`src/rtl/core6502_pkg.sv`:
```
// Shared definitions for the 6502-style core: one-hot timing-state encodings,
// used by the timing generator, the random-logic block and the bench.
package core6502_pkg;

    localparam int NUM_TSTATES = 7;

    localparam logic [NUM_TSTATES-1:0] ST_T0 = 7'b000_0001;
    localparam logic [NUM_TSTATES-1:0] ST_T1 = 7'b000_0010;
    localparam logic [NUM_TSTATES-1:0] ST_T2 = 7'b000_0100;
    localparam logic [NUM_TSTATES-1:0] ST_T3 = 7'b000_1000;
    localparam logic [NUM_TSTATES-1:0] ST_T4 = 7'b001_0000;
    localparam logic [NUM_TSTATES-1:0] ST_T5 = 7'b010_0000;
    localparam logic [NUM_TSTATES-1:0] ST_T6 = 7'b100_0000;

    // Enum literals carry an S_ prefix so they never collide with the T6 port.
    typedef enum logic [NUM_TSTATES-1:0] {
        S_T0 = ST_T0,
        S_T1 = ST_T1,
        S_T2 = ST_T2,
        S_T3 = ST_T3,
        S_T4 = ST_T4,
        S_T5 = ST_T5,
        S_T6 = ST_T6
    } tstate_e;

endpackage

```
`src/rtl/tstate_gen.sv`:
```
// Instruction timing-state generator: sequences T0..T6 and drives the
// active-low timing lines, SYNC and the IR load strobe for the decode PLA.
//
// state | meaning
// ------+------------------------------------------------------------
// S_T0  | last cycle of an instruction (overlaps next opcode fetch)
// S_T1  | opcode fetch cycle (SYNC high)
// S_T2  | first operand cycle; two-cycle ops also assert n_T0 here
// S_T3  | third cycle of longer instructions
// S_T4  | fourth cycle
// S_T5  | fifth cycle
// S_T6  | extra read-modify-write cycle
module tstate_gen
    import core6502_pkg::*;
(
    input  logic PHI0,
    input  logic RES,
    input  logic RDY,
    input  logic WR,
    input  logic TWOCYCLE,
    input  logic ENDS,
    output logic n_T0,
    output logic n_T1X,
    output logic n_T2,
    output logic n_T3,
    output logic n_T4,
    output logic n_T5,
    output logic T6,
    output logic SYNC,
    output logic IR_LD
);

    tstate_e state;
    tstate_e state_nxt;
    logic    adv;

    // Writes never stall, so RDY only gates read cycles.
    assign adv = RDY | WR;

    // State register; reset aborts any instruction and parks in T0.
    always_ff @(posedge PHI0 or posedge RES) begin
        if (RES) begin
            state <= S_T0;
        end else begin
            state <= state_nxt;
        end
    end

    // Next-state: hold when stalled; illegal encodings recover to T0 even when stalled.
    always_comb begin
        state_nxt = state;
        case (state)
            S_T0: if (adv) state_nxt = S_T1;
            S_T1: if (adv) state_nxt = S_T2;
            S_T2: begin
                if (adv) begin
                    if (TWOCYCLE)  state_nxt = S_T1;
                    else if (ENDS) state_nxt = S_T0;
                    else           state_nxt = S_T3;
                end
            end
            S_T3: if (adv) state_nxt = ENDS ? S_T0 : S_T4;
            S_T4: if (adv) state_nxt = ENDS ? S_T0 : S_T5;
            S_T5: if (adv) state_nxt = ENDS ? S_T0 : S_T6;
            S_T6: if (adv) state_nxt = S_T0;
            default: state_nxt = S_T0;
        endcase
    end

    // Output decode from the registered state; two-cycle ops overlap T0 with T2.
    always_comb begin
        n_T0  = 1'b1;
        n_T1X = 1'b1;
        n_T2  = 1'b1;
        n_T3  = 1'b1;
        n_T4  = 1'b1;
        n_T5  = 1'b1;
        T6    = 1'b0;
        SYNC  = 1'b0;
        IR_LD = 1'b0;
        case (state)
            S_T0: n_T0 = 1'b0;
            S_T1: begin
                n_T1X = 1'b0;
                SYNC  = 1'b1;
                IR_LD = adv;
            end
            S_T2: begin
                n_T2 = 1'b0;
                if (TWOCYCLE) n_T0 = 1'b0;
            end
            S_T3: n_T3 = 1'b0;
            S_T4: n_T4 = 1'b0;
            S_T5: n_T5 = 1'b0;
            S_T6: T6   = 1'b1;
            default: ;
        endcase
    end

endmodule

```
`config.mk`:
```
export PLATFORM = sky130hd
export DESIGN_NAME = tstate_gen
export DESIGN_NICKNAME = d
export VERILOG_FILES = /design/src/rtl/core6502_pkg.sv /design/src/rtl/tstate_gen.sv
export SDC_FILE = /design/constraint.sdc
export NUM_CORES = 1
export LEC_CHECK = 0
export CAP_MARGIN = 30
export CELL_PAD_IN_SITES_DETAIL_PLACEMENT = 0
export CELL_PAD_IN_SITES_GLOBAL_PLACEMENT = 1
export CORE_MARGIN = 5
export CORE_UTILIZATION = 36
export DETAILED_ROUTE_END_ITERATION = 10
export PLACE_DENSITY_LB_ADDON = 0.1
export SLEW_MARGIN = 20
export SYNTH_ARGS = -nofsm -noshare
export SYNTH_HDL_FRONTEND = slang
export SYNTH_SLANG_ARGS = --single-unit
export TNS_END_PERCENT = 50
```
`constraint.sdc`:
```
create_clock -name PHI0 -period 3.26 [get_ports PHI0]
set_input_delay 0.489 -clock PHI0 [delete_from_list [all_inputs] [get_ports PHI0]]
set_output_delay 0.489 -clock PHI0 [all_outputs]
set_load 0.01 [all_outputs]
```
==> qor.yml, run 1 <==
antenna_found_initial: 0
finalSetupViolCount: 0
synth-seq-cells: 7
regMostFlops: "state"
clk_pin_slew_worst_paths_ps: 50
n_antenna_cell: 0
die_w_um: 50.50
dp_cells: 99
fin_crit_ps: 2982
largest_reg_flops: 7
peakVddDrop_mv: 0.2847
cp.required_ps: 2770
dieArea_um2: 2550
relSlewSlack: 0.6359
whs_ps: 466.2
fin_cells: 103
worst_pin_slew_ps: 541.2
stdcell_area_um2: 744.5
nNetsFinal: 94
yosysWarnings: 0
hold_violations: 0
area_growth_pct: 26.06
postSynthCellCount: 76
rsz0062_at_grt: "false"
powerDensity_nw_per_um2: 695.0
fin_skew_ps: 2.466
post_cts.repair.setup_buffers: 0
p_total_mw: 0.5174
clk_latency_ps: 250
p_comb_frac: 0.556
synth_seq_area_share: 0.2987
root_buffer: "clkbuf_4"
hp-class: "in -> async"
p_sw_frac: 0.4090
ctsHoldBuffers: 0
fin_setup_tns_ps: 0
net-switching-power_mw: 0.2116
die_h_um: 50.50
p_int_mw: 0.3058
route.antenna.remaining_nets: 0
dp_hpwl_mm: 1.133
syn_area_um2: 590.6
synthDistinctLibCells: 32
h-tree-depth: 1
layout_commonest_cell: "clkdlybuf4s50_1"
start_util: 0.3875
max-cap-violations: 0
cts_resized: 0
fmax_ghz: 0.3353
io_pins: 15
placed_cell_area_um2: 718.2
grt_pass1_vias: 560
portBuffers: 14
drt-initial-drc-count: 4
slew_viol_final: 0
final.period_utilization: 0.9148
dr.pass1.iters: 3
grtUsageTotal: 0.1282
clock_power_share: 0.147
num_vias: 603
top_regs: "state x7"
grt_pass1_wl_mm: 2.622
viasPerCell: 5.854
status: "finished, final reports clean"
clk_path_buf_depth: 2
gp_congestion: 0.7784
numCtsBuffers: 3
crit_fanout: 12
drive_gt1_frac: 0.1149
gr-total-overflow: 0
drc: 0
worstSetupPathType: "reg -> out"
endpoint_kind: "output port"
core-area_um2: 1524
postSynthAreaPerCell_um2: 7.771
mostFrequentLayoutCells: "clkdlybuf4s50_1 (14), nor2_1 (9), nand2_1 (7), o21ai_0 (6), dfrtp_1 (6)"
syn-num-nets: 82
post_drt_wl_per_cell_um: 14.64
crit_path_start_kind: "register"
grt_start_max_net_pins: 14
cts_tree: "built"
crit_arrival_ps: 2490
wirelength_mm: 1.508
cts.sinks: 7
seq_power_share: 0.296
leakage_nw: 0.3016
num_rows: 14
==> power by group through the flow <==
stage,Combinational [mW],Sequential (mW),Clock (mW)
6_report,0.288,0.153,0.0761
5_1_grt,0.322,0.159,0.0857
4_1_cts,0.289,0.152,0.0787
3_5_place_dp,0.286,0.154,0
3_3_place_gp,0.288,0.154,0
2_1_floorplan,0.232,0.119,0
==> synthesized netlist by cell type <==
library cell  n  area (um2)
clkinv_2      1       5.000
nor2b_1       1       6.260
a31o_1        1       8.760
nand3b_1      1       7.510
nand4_1       1       6.260
nor3b_4       1       18.77
nor3_1        2       10.01
a211oi_1      2       15.01
a21oi_1       1       5.000
a211o_1       2       17.52
o21ai_0       6       30.03
nor2_1        9       33.78
dfrtp_1       6       150.1
o211ai_1      2       15.01
or2_2         1       6.260
buf_2         5       25.02
dfstp_2       1       26.28
a211o_2       1       10.01
xor2_1        2       17.52
nor4b_1       3       26.28
inv_1         3       11.26
o22ai_1       2       12.51
nor4_1        2       12.51
nand3_1       3       15.01
a22oi_1       1       7.510
nand2_1       7       26.28
buf_1         1       3.750
o21a_1        1       7.510
o31ai_1       2       15.01
or3_4         2       22.52
clkbuf_1      1       3.750
or3_1         2       12.51
==> through the flow <==
step,utilization,worst slack [ps]
3_3_place_gp,0.4713,565.1
4_1_cts,0.4885,273.0
6_report,0.4885,277.8
5_1_grt,0.4885,100.4
3_5_place_dp,0.4713,560.4
2_1_floorplan,-,1188
==> worst max-delay path, stage by stage (launching register included) <==
cell	delay [ps]
dfrtp_1	490
or3_4	440
or3_4	370
nor2_1	100
nand2_1	100
clkinv_2	90
nand2_1	70
inv_1	60
clkdlybuf4s50_1	530
==> per-layer routing <==
layer | GRT usage | vias to the layer above | share of wire
met5 | 0 | - | 0
met3 | 0.008876 | 5 | 0.026
met1 | 0.1867 | 283 | 0.49
met2 | 0.1880 | 12 | 0.45
li1 | - | 303 | -
met4 | 0.06383 | 0 | 0.024
==> cells by family (layout without fill, tap and decap cells) <==
group                     Yosys count  after routing  synth area share
and+or+nand+nor                    35             35            0.3454
AOI/OAI and AO/OA                  21             21            0.2436
buffers and inverters              11             22           0.08260
DFF                                 7              7            0.2987
xor gates and xnor gates            2              2           0.02967
==> path summary, 6_finish.rpt <==
| path | slack, ps | endpoint | startpoint | depth (start not counted) |
|---|---|---|---|---|
| setup / recovery | 280 | IR_LD | state[3] | 8 |
| hold / removal | 470 | state[1] | RES | 2 |
| setup reg to reg | 1350 | state[3] | state[3] | 7 |
| hold reg to reg | 620 | state[0] | state[0] | 2 |
| max in group asynchronous | 2530 | state[0] | RES | 2 |
| min in group PHI0 | 620 | state[0] | state[0] | 2 |
==> layout make-up <==
cell class,count,area (um2)
Tap cell,16,20.02
Fill cell,168,779.5
Sequential cell,7,176.4
Clock buffer,4,26.28
Inverter,4,16.27
Multi-Input combinational cell,58,365.4
Timing Repair Buffer,14,140.1
Note: power is estimated with default switching activity, not from simulation.
==> run 2, diff against run 1 <==
- MAX_ROUTING_LAYER: not set -> met4
==> run 2 against run 1 <==
Compared with the run above:
- flip-flop and latch count unchanged
- combinational power hardly changed
- die area unchanged
- core utilization unchanged
- sequential share of layout area did not move
- clock power about the same
- first-iteration DRC count did not move
- critical endpoint unchanged
- largest cell class unchanged
==> qor.yml, run 2 (synthesized netlist as in run 1, its figures left out) <==
crit_fanout: 12  # unchanged
dp_slack_ps: 560.4  # unchanged
cts_resized: 0  # unchanged
clk_pin_slew_worst_paths_ps: 50  # about the same
ctsHoldBuffers: 0  # unchanged
fin_crit_ps: 2982  # about the same
area_growth_pct: 26.06  # unchanged
worst_pin_slew_ps: 541.2  # unchanged
numCtsBuffers: 3  # unchanged
cts_tree: "built"  # unchanged
viasPerCell: 5.854  # unchanged
cp.required_ps: 2770  # about the same
fin_util: 0.4885  # unchanged
top_regs: "state x7"  # unchanged
p_total_mw: 0.5174  # about the same
drive_gt1_frac: 0.1149  # unchanged
post_drt_wl_per_cell_um: 14.64  # unchanged
grtUsageTotal: 0.1320  # was 0.1282
grt_pass1_wl_mm: 2.622  # unchanged
root_buffer: "clkbuf_4"  # unchanged
fmax_ghz: 0.3353  # about the same
dieArea_um2: 2550  # unchanged
whs_ps: 466.3  # was 466.2 ps
placed_cell_area_um2: 718.2  # unchanged
num_rows: 14  # unchanged
fin_skew_ps: 2.466  # unchanged
post_cts.repair.setup_buffers: 0  # unchanged
nNetsFinal: 94  # unchanged
clk_path_buf_depth: 2  # unchanged
status: "finished, final reports clean"  # unchanged
drt-initial-drc-count: 4  # unchanged
hold_violations: 0  # unchanged
mostFrequentLayoutCells: "clkdlybuf4s50_1 (14), nor2_1 (9), nand2_1 (7), o21ai_0 (6), dfrtp_1 (6)"  # unchanged
num_vias: 603  # unchanged
clk_latency_ps: 250  # about the same
regMostFlops: "state"  # unchanged
dp_hpwl_mm: 1.133  # unchanged
core-area_um2: 1524  # unchanged
fin_setup_tns_ps: 0  # unchanged
portBuffers: 14  # unchanged
layout_commonest_cell: "clkdlybuf4s50_1"  # unchanged
grt_start_max_net_pins: 14  # unchanged
gp_congestion: 0.7892  # was 0.7784
wirelength_mm: 1.508  # unchanged
crit_path_start_kind: "register"  # unchanged
largest_reg_flops: 7  # unchanged
finalSetupViolCount: 0  # unchanged
cts.sinks: 7  # unchanged
drc: 0  # unchanged
slew_viol_final: 0  # unchanged
hp-class: "in -> async"  # unchanged
leakage_nw: 0.3016  # unchanged
dr.pass1.iters: 3  # unchanged
io_pins: 15  # unchanged
dp_cells: 99  # unchanged
grt_pass1_vias: 561  # was 560
gr-total-overflow: 0  # unchanged
powerDensity_nw_per_um2: 695.0  # about the same
fin_cells: 103  # unchanged
crit_arrival_ps: 2490  # about the same
endpoint_kind: "output port"  # unchanged
peakVddDrop_mv: 0.2846  # was 0.2847 mV
stdcell_area_um2: 744.5  # unchanged
route.antenna.remaining_nets: 0  # unchanged
h-tree-depth: 1  # unchanged
die_h_um: 50.50  # unchanged
rsz0062_at_grt: "false"  # unchanged
antenna_found_initial: 0  # unchanged
die_w_um: 50.50  # unchanged
start_util: 0.3875  # unchanged
setup_slack_ps: 278.0  # was 277.8 ps
relSlewSlack: 0.6359  # unchanged
worstSetupPathType: "reg -> out"  # unchanged
nFillCells: 168  # unchanged
max-cap-violations: 0  # unchanged
final.period_utilization: 0.9147  # was 0.9148
n_antenna_cell: 0  # unchanged
## run 2: layer usage
metal	up-vias	routed length, um	part of all wire	GRT usage
met1	283	746	0.49	0.1867
met5	-	0	0	-
li1	303	-	-	-
met4	0	36	0.024	0.06383
met3	5	39	0.026	0.008876
met2	12	686	0.45	0.1880
## run 2: path summary, 6_finish.rpt
| path | from | to | slack (ps) | depth (start not counted) |
|---|---|---|---|---|
| worst max-delay path | state[3] | IR_LD | 280 | 8 |
| worst min-delay path | RES | state[1] | 470 | 2 |
| worst max register to register | state[3] | state[3] | 1350 | 7 |
| worst min register to register | state[0] | state[0] | 620 | 2 |
| max in group asynchronous | RES | state[0] | 2530 | 2 |
| min in group PHI0 | state[0] | state[0] | 620 | 2 |
## run 2: where the power goes
group | internal, mW | total (mW) | leakage [nW] | switching, mW
clock network | 0.0465 | 0.0761 | 0.0150 | 0.0296
registers | 0.109 | 0.153 | 0.0925 | 0.0440
logic | 0.150 | 0.288 | 0.194 | 0.138
total | 0.306 | 0.517 | 0.302 | 0.212
## run 2: worst max-delay path, stage by stage, from the launching register on
cell and delay, ps:
dfrtp_1 490, or3_4 440, or3_4 370, nor2_1 100, nand2_1 100, clkinv_2 90, nand2_1 70, inv_1 60
clkdlybuf4s50_1 530
## run 2: final cells by class
type / instances / area (um2) / area share
clock buffers: 4 / 26.28 / 0.03529
well taps: 16 / 20.02 / 0.02689
repair buffers: 14 / 140.1 / 0.1882
flip-flops and latches: 7 / 176.4 / 0.2370
multi-input cells: 58 / 365.4 / 0.4908
inverters: 4 / 16.27 / 0.02185
==> run 3, diff against run 2 <==
- clock period: 3.26 -> 3.59 ns (I/O delays scaled with it)
==> run 3 against run 2 <==
Compared with the run above:
- core utilization stayed put
- worst setup slack gained 310 ps
- via count up 1.3%
- register-to-register slack better by 340 ps
- critical path type unchanged
- largest power group unchanged
==> qor.yml, run 3 (synthesized netlist as in run 1, its figures left out) <==
layout_commonest_cell: "clkdlybuf4s50_1"  # unchanged
top_regs: "state x7"  # unchanged
regMostFlops: "state"  # unchanged
ctsHoldBuffers: 0  # unchanged
gr-total-overflow: 0  # unchanged
io_pins: 15  # unchanged
die_h_um: 50.50  # unchanged
drive_gt1_frac: 0.1149  # unchanged
crit_path_start_kind: "register"  # unchanged
dieArea_um2: 2550  # unchanged
status: "finished, final reports clean"  # unchanged
clk_path_buf_depth: 2  # unchanged
largest_reg_flops: 7  # unchanged
antenna_found_initial: 0  # unchanged
h-tree-depth: 1  # unchanged
clk_latency_ps: 250  # about the same
clk_pin_slew_worst_paths_ps: 50  # about the same
powerDensity_nw_per_um2: 629.9  # was 695.0 nW/um2
grtUsageTotal: 0.1297  # was 0.1320
worst_pin_slew_ps: 545.2  # was 541.2 ps
crit_fanout: 12  # unchanged
dp_cells: 99  # unchanged
route.antenna.remaining_nets: 0  # unchanged
gp_congestion: 0.7793  # was 0.7892
grt_pass1_vias: 563  # was 561
dr.pass1.iters: 5  # was 3
mostFrequentLayoutCells: "clkdlybuf4s50_1 (14), nor2_1 (9), nand2_1 (7), o21ai_0 (6), dfrtp_1 (6)"  # unchanged
max-cap-violations: 0  # unchanged
hp-class: "in -> async"  # unchanged
peakVddDrop_mv: 0.2931  # was 0.2846 mV
worstSetupPathType: "reg -> out"  # unchanged
num_vias: 611  # was 603
dp_hpwl_mm: 1.202  # was 1.133 mm
root_buffer: "clkbuf_4"  # unchanged
leakage_nw: 0.3016  # unchanged
slew_viol_final: 0  # unchanged
drc: 0  # unchanged
fin_setup_tns_ps: 0  # unchanged
post_drt_wl_per_cell_um: 14.70  # was 14.64 um
relSlewSlack: 0.6352  # was 0.6359
nFillCells: 162  # was 168
worst-path-buf-inv: 3  # unchanged
grt_start_max_net_pins: 14  # unchanged
cpMaxStageDelayCell: "clkdlybuf4s50_1"  # unchanged
die_w_um: 50.50  # unchanged
fin_crit_ps: 3002
numCtsBuffers: 3  # unchanged
final.period_utilization: 0.8361
finalSetupViolCount: 0  # unchanged
rsz0062_at_grt: "false"  # unchanged
fmax_ghz: 0.3332
crit_arrival_ps: 2460  # was 2490 ps
cp.required_ps: 3050  # was 2770 ps
hold_violations: 0  # unchanged
n_antenna_cell: 0  # unchanged
fin_util: 0.4885  # unchanged
cts_resized: 0  # unchanged
num_rows: 14  # unchanged
critPathMaxStageDelay_ps: 530  # about the same
start_util: 0.3875  # unchanged
post_cts.repair.setup_buffers: 0  # unchanged
grt_pass1_wl_mm: 2.532  # was 2.622 mm
fin_cells: 103  # unchanged
endpoint_kind: "output port"  # unchanged
cp_cell_sequence: "or3_4, or3_4, nor2_1, nand2_1, clkinv_2, nand2_1, inv_1, clkdlybuf4s50_1"  # unchanged
cts_tree: "built"  # unchanged
area_growth_pct: 26.06  # unchanged
drt-initial-drc-count: 15  # was 4
crit_family: "simple AND/OR/NAND/NOR gates"  # unchanged
fin_skew_ps: 1.300  # was 2.466 ps
whs_ps: 523.3  # was 466.3 ps
wirelength_mm: 1.514  # was 1.508 mm
core-area_um2: 1524  # unchanged
portBuffers: 14  # unchanged
cts.sinks: 7  # unchanged
nNetsFinal: 94  # unchanged
viasPerCell: 5.932  # was 5.854
-- run 3: cell counts in the layout (fill, tap and decap cells not counted) --
Identical to the previous run, type by type.
-- run 3: layout make-up --
cell class                      count  area [um2]  area share
Tap cell                           16       20.02     0.02689
Multi-Input combinational cell     58       365.4      0.4908
Sequential cell                     7       176.4      0.2370
Timing Repair Buffer               14       140.1      0.1882
Clock buffer                        4       26.28     0.03529
Inverter                            4       16.27     0.02185
-- run 3: metal layers --
layer | GRT usage | vias to the layer above | wire length (um)
li1 | - | 300 | -
met1 | 0.1661 | 290 | 728
met2 | 0.1983 | 17 | 710
met3 | 0.01775 | 4 | 56
met4 | 0.06383 | 0 | 19
met5 | - | - | 0
-- run 3: metrics by stage --
step	setup WS, ps	total power, mW	instance area [um2]
5_1_grt	415.6	0.5058	744.5
3_5_place_dp	854.8	0.4023	718.2
2_1_floorplan	1468	0.3192	590.6
3_3_place_gp	851.7	0.4019	718.2
4_1_cts	570.6	0.4756	744.5
6_report	588.4	0.4689	744.5
-- run 3: worst paths after layout --
path | depth (start not counted) | end | startpoint | slack (ps)
worst min register to register | 2 | state[0] | state[0] | 630
worst max register to register | 5 | state[3] | state[5] | 1690
worst min-delay path | 2 | state[1] | RES | 520
worst max-delay path | 8 | IR_LD | state[3] | 590
max in group asynchronous | 2 | state[0] | RES | 2800
min in group PHI0 | 2 | state[0] | state[0] | 630
-- run 3: power by group --
group / leakage (nW) / total (mW) / switching [mW] / internal, mW
registers: 0.0925 / 0.139 / 0.0397 / 0.0992
logic: 0.194 / 0.259 / 0.123 / 0.136
clock network: 0.0150 / 0.0707 / 0.0284 / 0.0424
-- run 3: worst reg2reg max path: stages (launching register included) --
cell      delay [ps]
dfrtp_1          520
xor2_1           240
a211oi_1         270
o21ai_0          150
a211o_2          370
a31o_1           220
